[config.mk]
export PLATFORM = sky130hd
export DESIGN_NAME = score_keeper
export DESIGN_NICKNAME = d
export VERILOG_FILES = /design/src/rtl/pong_pkg.sv /design/src/rtl/rise_detect.sv /design/src/rtl/score_keeper.sv
export SDC_FILE = /design/constraint.sdc
export NUM_CORES = 1
export LEC_CHECK = 0
export ABC_AREA = 1
export CAP_MARGIN = 20
export CORE_ASPECT_RATIO = 2
export CORE_MARGIN = 1.5
export CORE_UTILIZATION = 55
export DETAILED_ROUTE_END_ITERATION = 10
export PLACE_DENSITY_LB_ADDON = 0.15
export SLEW_MARGIN = 10
export SYNTH_ARGS = -nofsm -noshare
export SYNTH_HDL_FRONTEND = slang
export SYNTH_SLANG_ARGS = --single-unit
[constraint.sdc]
create_clock -name clk -period 2.5 [get_ports clk]
set_input_delay 0.5 -clock clk [delete_from_list [all_inputs] [get_ports clk]]
set_output_delay 0.5 -clock clk [all_outputs]
set_load 0.03 [all_outputs]
[src/rtl/pong_pkg.sv]
// pong_pkg: shared definitions for the pong game-state logic.
//   state_t   : game FSM encoding (IDLE, SERVE, PLAY, OVER)
//   SCORE_W   : width of each score output
//   MAX_DIGIT : highest score the single-digit renderer can draw
//   DIR_*     : serve direction encoding for ball logic
package pong_pkg;

  typedef enum logic [1:0] {
    IDLE  = 2'd0,
    SERVE = 2'd1,
    PLAY  = 2'd2,
    OVER  = 2'd3
  } state_t;

  localparam int   SCORE_W   = 8;
  localparam int   MAX_DIGIT = 9;
  localparam logic DIR_LEFT  = 1'b0;
  localparam logic DIR_RIGHT = 1'b1;

endpackage

[src/rtl/rise_detect.sv]
// rise_detect: 1-bit rising-edge detector with a registered history bit.
//   clk, reset_n : clock and synchronous active-low reset
//   rst_val      : value loaded into the history bit during reset
//   d            : level input
//   rise         : high for the cycle where d=1 and the previous sample was 0
module rise_detect (
  input  logic clk,
  input  logic reset_n,
  input  logic rst_val,
  input  logic d,
  output logic rise
);

  logic prev;

  always_ff @(posedge clk) begin
    if (!reset_n) prev <= rst_val;
    else          prev <= d;
  end

  assign rise = d & ~prev;

endmodule

[src/rtl/score_keeper.sv]
// score_keeper: pong game-state and scoring engine.
//   clk, reset_n          : pixel clock, synchronous active-low reset
//   FRAME_TICK            : one-cycle pulse per frame, paces the serve pause
//   START                 : start button level (edge detected)
//   MISS_LEFT/MISS_RIGHT  : ball-past-goal levels (edge detected)
//   PLAYER_ONE/PLAYER_TWO : binary scores, 0..WIN_SCORE
//   BALL_HOLD             : park the ball at centre
//   SERVE_DIR             : 0 = serve left, 1 = serve right
//   GAME_OVER, WINNER     : end-of-game flag and winning player
//
// state | meaning
// IDLE  | waiting for START after reset, ball held
// SERVE | pause of PAUSE_FRAMES frame ticks, ball held
// PLAY  | ball in motion, waiting for a miss
// OVER  | someone reached WIN_SCORE, scores frozen until START
module score_keeper
  import pong_pkg::*;
#(
  parameter int WIN_SCORE    = MAX_DIGIT,
  parameter int PAUSE_FRAMES = 60
) (
  input  logic               clk,
  input  logic               reset_n,
  input  logic               FRAME_TICK,
  input  logic               START,
  input  logic               MISS_LEFT,
  input  logic               MISS_RIGHT,
  output logic [SCORE_W-1:0] PLAYER_ONE,
  output logic [SCORE_W-1:0] PLAYER_TWO,
  output logic               BALL_HOLD,
  output logic               SERVE_DIR,
  output logic               GAME_OVER,
  output logic               WINNER
);

  localparam logic [SCORE_W-1:0] WIN_CMP    = SCORE_W'(WIN_SCORE);
  localparam logic [7:0]         PAUSE_LOAD = 8'(PAUSE_FRAMES);

  state_t     state;
  logic [7:0] pause_cnt;
  logic       start_ev;
  logic       miss_l_ev;
  logic       miss_r_ev;

  // History resets to 1 so a level already high at reset release is not an event.
  rise_detect u_start_rise (
    .clk     (clk),
    .reset_n (reset_n),
    .rst_val (1'b1),
    .d       (START),
    .rise    (start_ev)
  );

  rise_detect u_miss_l_rise (
    .clk     (clk),
    .reset_n (reset_n),
    .rst_val (1'b1),
    .d       (MISS_LEFT),
    .rise    (miss_l_ev)
  );

  rise_detect u_miss_r_rise (
    .clk     (clk),
    .reset_n (reset_n),
    .rst_val (1'b1),
    .d       (MISS_RIGHT),
    .rise    (miss_r_ev)
  );

  wire [SCORE_W-1:0] p1_next = PLAYER_ONE + 1'b1;
  wire [SCORE_W-1:0] p2_next = PLAYER_TWO + 1'b1;

  always_ff @(posedge clk) begin
    if (!reset_n) begin
      state      <= IDLE;
      pause_cnt  <= '0;
      PLAYER_ONE <= '0;
      PLAYER_TWO <= '0;
      BALL_HOLD  <= 1'b1;
      SERVE_DIR  <= DIR_LEFT;
      GAME_OVER  <= 1'b0;
      WINNER     <= 1'b0;
    end else begin
      case (state)
        IDLE: begin
          BALL_HOLD <= 1'b1;
          GAME_OVER <= 1'b0;
          if (start_ev) begin
            PLAYER_ONE <= '0;
            PLAYER_TWO <= '0;
            SERVE_DIR  <= DIR_LEFT;
            pause_cnt  <= PAUSE_LOAD;
            state      <= SERVE;
          end
        end

        SERVE: begin
          BALL_HOLD <= 1'b1;
          if (FRAME_TICK) begin
            if (pause_cnt == 8'd1) begin
              pause_cnt <= '0;
              BALL_HOLD <= 1'b0;
              state     <= PLAY;
            end else begin
              pause_cnt <= pause_cnt - 8'd1;
            end
          end
        end

        PLAY: begin
          // Simultaneous misses cancel: no point, rally continues.
          if (miss_r_ev && !miss_l_ev) begin
            PLAYER_ONE <= p1_next;
            SERVE_DIR  <= DIR_RIGHT;
            BALL_HOLD  <= 1'b1;
            if (p1_next == WIN_CMP) begin
              WINNER    <= 1'b0;
              GAME_OVER <= 1'b1;
              state     <= OVER;
            end else begin
              pause_cnt <= PAUSE_LOAD;
              state     <= SERVE;
            end
          end else if (miss_l_ev && !miss_r_ev) begin
            PLAYER_TWO <= p2_next;
            SERVE_DIR  <= DIR_LEFT;
            BALL_HOLD  <= 1'b1;
            if (p2_next == WIN_CMP) begin
              WINNER    <= 1'b1;
              GAME_OVER <= 1'b1;
              state     <= OVER;
            end else begin
              pause_cnt <= PAUSE_LOAD;
              state     <= SERVE;
            end
          end
        end

        OVER: begin
          BALL_HOLD <= 1'b1;
          GAME_OVER <= 1'b1;
          if (start_ev) begin
            PLAYER_ONE <= '0;
            PLAYER_TWO <= '0;
            WINNER     <= 1'b0;
            SERVE_DIR  <= DIR_LEFT;
            GAME_OVER  <= 1'b0;
            pause_cnt  <= PAUSE_LOAD;
            state      <= SERVE;
          end
        end

        default: begin
          BALL_HOLD <= 1'b1;
          GAME_OVER <= 1'b0;
          state     <= IDLE;
        end
      endcase
    end
  end

`ifndef SYNTHESIS
  // A score can never be incremented once it has reached WIN_SCORE.
  always_ff @(posedge clk) begin
    if (reset_n && state == PLAY) begin
      if (miss_r_ev && !miss_l_ev)
        assert (PLAYER_ONE < WIN_CMP) else $error("score_keeper: PLAYER_ONE overflow");
      if (miss_l_ev && !miss_r_ev)
        assert (PLAYER_TWO < WIN_CMP) else $error("score_keeper: PLAYER_TWO overflow");
    end
  end
`endif

endmodule

==> results by group <==
Die
  • Die Width: 46.3 µm
  • I/O pin count: 26
  • Die area: 4150 µm²
  • Height of the chip: 89.6 µm
  • Core region area: 3610 µm²
  • Effective utilization at floorplan: 0.571
  • Cell Rows: 31

Finish
  • Post-layout utilization of the core: 0.674
  • Proportion of layout cells with a drive suffix above 1: 0.0754
  • Post-Layout Inst Area: 2430 µm²
  • Layout Nets: 362
  • Area overhead of the layout relative to synthesis: 18.0%
  • # diodes: 0

Place
  • Placed instance area: 2350 µm²
  • Gp weighted congestion: 0.847
  • HPWL Detailed: 3540 µm
  • DP Worst Slack: -54.5 ps
  • Port bufs: 25

CTS
  • H-tree depth: 2
  • Clock tree root buffer cell: sky130_fd_sc_hd__clkbuf_8
  • Count of instances resized after the clock tree is built: 0
  • Post-CTS Repair Setup Buffers: 0
  • CTS tree: built
  • Num CTS Buffers: 5
  • Bufs on Longest Clock Path: 2
  • Clk sink count: 33
  • Hold bufs inserted after CTS: 0
  • Worst-path clk slew: 70 ps
  • Clock insertion delay at the later pin of the skew report: 290 ps

GRT
  • Maximum number of pins on one net before global-route repair: 18
  • First-pass GRT wire length: 7950 µm
  • GRT overflow: 0
  • Vias in the first global route: 1,948
  • Initial antenna violation count: 0
  • Total GRT Usage: 0.257

Synthesis
  • Cell type contributing the most total cell area after synthesis: sky130_fd_sc_hd__dfxtp_1
  • Count of different cell masters after synthesis: 32
  • Proportion of netlist area held by the largest area contributor: 0.321
  • Netlist Area Pre-Place: 2060 µm²
  • Seq cells post-synth: 33
  • Post-Syn Nets: 330
  • Ranking of synthesized cells by area: sky130_fd_sc_hd__dfxtp_1, sky130_fd_sc_hd__nand2_1, sky130_fd_sc_hd__inv_1, sky130_fd_sc_hd__a21oi_1, sky130_fd_sc_hd__ha_1
  • Sequential element share of the synthesized area: 0.321
  • Post-Syn Instances: 312
  • Post-Synthesis Mean Instance Area: 6.60 µm²
  • Number of warning messages in the yosys log: 0

Routing
  • Pre-antenna DRT Iters: 4
  • DRC violation count after routing: 0
  • Total via count in the routed design: 2,001
  • Routed WL: 4650 µm
  • Wire per inst: 11.8 µm
  • Number of DRC markers in iteration 0: 48
  • Ratio of routed vias to standard cells: 5.08
  • Post-route antenna net violation count: 0

STA
  • # setup viols final: 0
  • Headroom to the max-slew limit: 0.649
  • Highest Clock Rate: 0.450 GHz
  • Actual slew at the worst max-slew pin: 526 ps
  • Worst-case clock skew: 4.04 ps
  • Clock period minus final worst setup slack: 2220 ps
  • Smallest setup slack after layout: 277 ps
  • Pins over their slew limit: 0
  • Share of the clock period used by the worst path: 0.889
  • Number of hold-slack violations in the final timing report: 0
  • Unrepaired setup endpoints after global routing: no

Worst setup path
  • CP Class: input pin to flip-flop
  • Required @ worst endpoint: 2690 ps
  • Sort of element at the start of the critical path: input pin
  • Worst EP arrival: 2410 ps
  • Crit path capture type: flip-flop
  • Maximum fanout count along the critical path: 16

Flow run
  • Max Cap Violations: 0

Pwr
  • Proportion of power drawn by flip-flops and latches: 0.330
  • Switching component of the power: 0.952 mW
  • Leakage: 1.03 nW
  • Power density over the cells: 898 nW/µm²
  • Switching share of power: 0.436
  • P_int: 1.23 mW
  • Portion of total power attributed to the clock network: 0.178
  • Maximum resistive drop on vdd: 0.703 mV
  • Comb power frac: 0.492

Hold path
  • Classification of the worst-slack hold path: flip-flop to flip-flop

Status
  • Status: completed
[cell families (layout without fill, tap and decap cells)]
family,count (synthesis),in the layout,synth area share
AND/OR/NAND/NOR,158,158,0.340
buffers and inverters,54,87,0.117
AO/OA/AOI/OAI,50,50,0.128
flip-flops,33,33,0.321
adder cells (fa/ha/maj),12,12,0.0729
XOR/XNOR,5,5,0.0212
[layout make-up]
type | count | area, µm²
Sequential cell | 33 | 661
Inverter | 49 | 184
Timing Repair Buffer | 30 | 288
Tap cell | 49 | 61.3
Multi-Input combinational cell | 225 | 1160
Clock buffer | 8 | 80.1
Fill cell | 333 | 1170
[stage by stage]
| step | hold WS [ps] | instances | total power [mW] | setup TNS, ps |
|---|---|---|---|---|
| floorplan | 452 | 312 | 1.52 | 0 |
| CTS | 454 | 394 | 2.18 | 0 |
| global route | 462 | 394 | 2.36 | 0 |
| global placement | 437 | 386 | 1.77 | 0 |
| detailed placement | 444 | 386 | 1.79 | -243 |
| finish | 448 | 394 | 2.18 | 0 |
[final timing paths]
path	from	endpoint	slack, ps	cells after the start
worst max-delay path	MISS_LEFT	pause_cnt[6]	280	15
worst min register to register	GAME_OVER	GAME_OVER	450	2
worst max register to register	PLAYER_TWO[0]	pause_cnt[6]	630	10
worst min-delay path	GAME_OVER	GAME_OVER	450	2
[cell usage in the layout, fill, tap and decap left out, types with 3 or more instances in the layout]
| cell | count |
|---|---|
| sky130_fd_sc_hd__buf_4 | 5 |
| sky130_fd_sc_hd__inv_1 | 47 |
| sky130_fd_sc_hd__xor2_1 | 4 |
| sky130_fd_sc_hd__nor2_1 | 26 |
| sky130_fd_sc_hd__nand2_1 | 93 |
| sky130_fd_sc_hd__o21ai_0 | 7 |
| sky130_fd_sc_hd__dfxtp_1 | 33 |
| sky130_fd_sc_hd__nor2_2 | 4 |
| sky130_fd_sc_hd__clkdlybuf4s50_1 | 25 |
| sky130_fd_sc_hd__ha_1 | 12 |
| sky130_fd_sc_hd__nand3_1 | 19 |
| sky130_fd_sc_hd__o21ai_1 | 4 |
| sky130_fd_sc_hd__nand4_1 | 3 |
| sky130_fd_sc_hd__clkbuf_1 | 3 |
| sky130_fd_sc_hd__nand3_2 | 6 |
| sky130_fd_sc_hd__clkbuf_8 | 5 |
| sky130_fd_sc_hd__a21oi_1 | 32 |
[synthesized netlist by cell type (all sizes together)]
library cell	n
a21oi	32
o21ai	11
nand3	25
a211oi	1
clkinv	1
a22oi	1
o22ai	1
clkbuf	3
o21bai	1
nor3b	1
inv	48
nor2	30
buf	2
or2	2
nor3	1
o31ai	1
xnor2	1
nand4	3
xor2	4
nand3b	1
nand2	95
dfxtp	33
a31oi	2
ha	12
[worst max-delay path: stages]
cell and delay (ps):
sky130_fd_sc_hd__clkdlybuf4s50_1 460, sky130_fd_sc_hd__inv_1 50, sky130_fd_sc_hd__nor2_1 130, sky130_fd_sc_hd__inv_1 60
sky130_fd_sc_hd__ha_1 210, sky130_fd_sc_hd__inv_1 110, sky130_fd_sc_hd__nand2_1 60, sky130_fd_sc_hd__nor2_1 100
sky130_fd_sc_hd__nand2_1 60, sky130_fd_sc_hd__nor2_1 110, sky130_fd_sc_hd__nand3_2 110, sky130_fd_sc_hd__nand2_2 90
sky130_fd_sc_hd__nand2_4 120, sky130_fd_sc_hd__a21oi_1 170, sky130_fd_sc_hd__nor2_1 60
[sequential cells by signal (all words and copies together), names as in the netlist]
signal and cells:
BALL_HOLD 1, u_miss_l_rise.prev 1, u_start_rise.prev 1, WINNER 1, PLAYER_TWO 8, u_miss_r_rise.prev 1
pause_cnt 8, SERVE_DIR 1, state 2, PLAYER_ONE 8, GAME_OVER 1
[power groups by stage]
stage                     combinational [mW]  sequential (mW)  clock, mW
after detailed placement                1.06            0.731          0
after CTS                               1.07            0.719      0.393
after floorplan                        0.765            0.756          0
after global placement                  1.04            0.728          0
after global routing                    1.21            0.734      0.413
final                                   1.07            0.722      0.389
[per-layer routing]
layer / vias up / wire, µm / share of wire / global-route usage
met4: 0 / 107 / 0.023 / 0.119
met1: 915 / 1800 / 0.39 / 0.248
met3: 9 / 106 / 0.023 / 0.0485
met2: 25 / 2640 / 0.57 / 0.486
li1: 1052 / - / - / -
met5: - / 0 / 0 / 0
No activity file was read; power rests on OpenSTA's default activity.
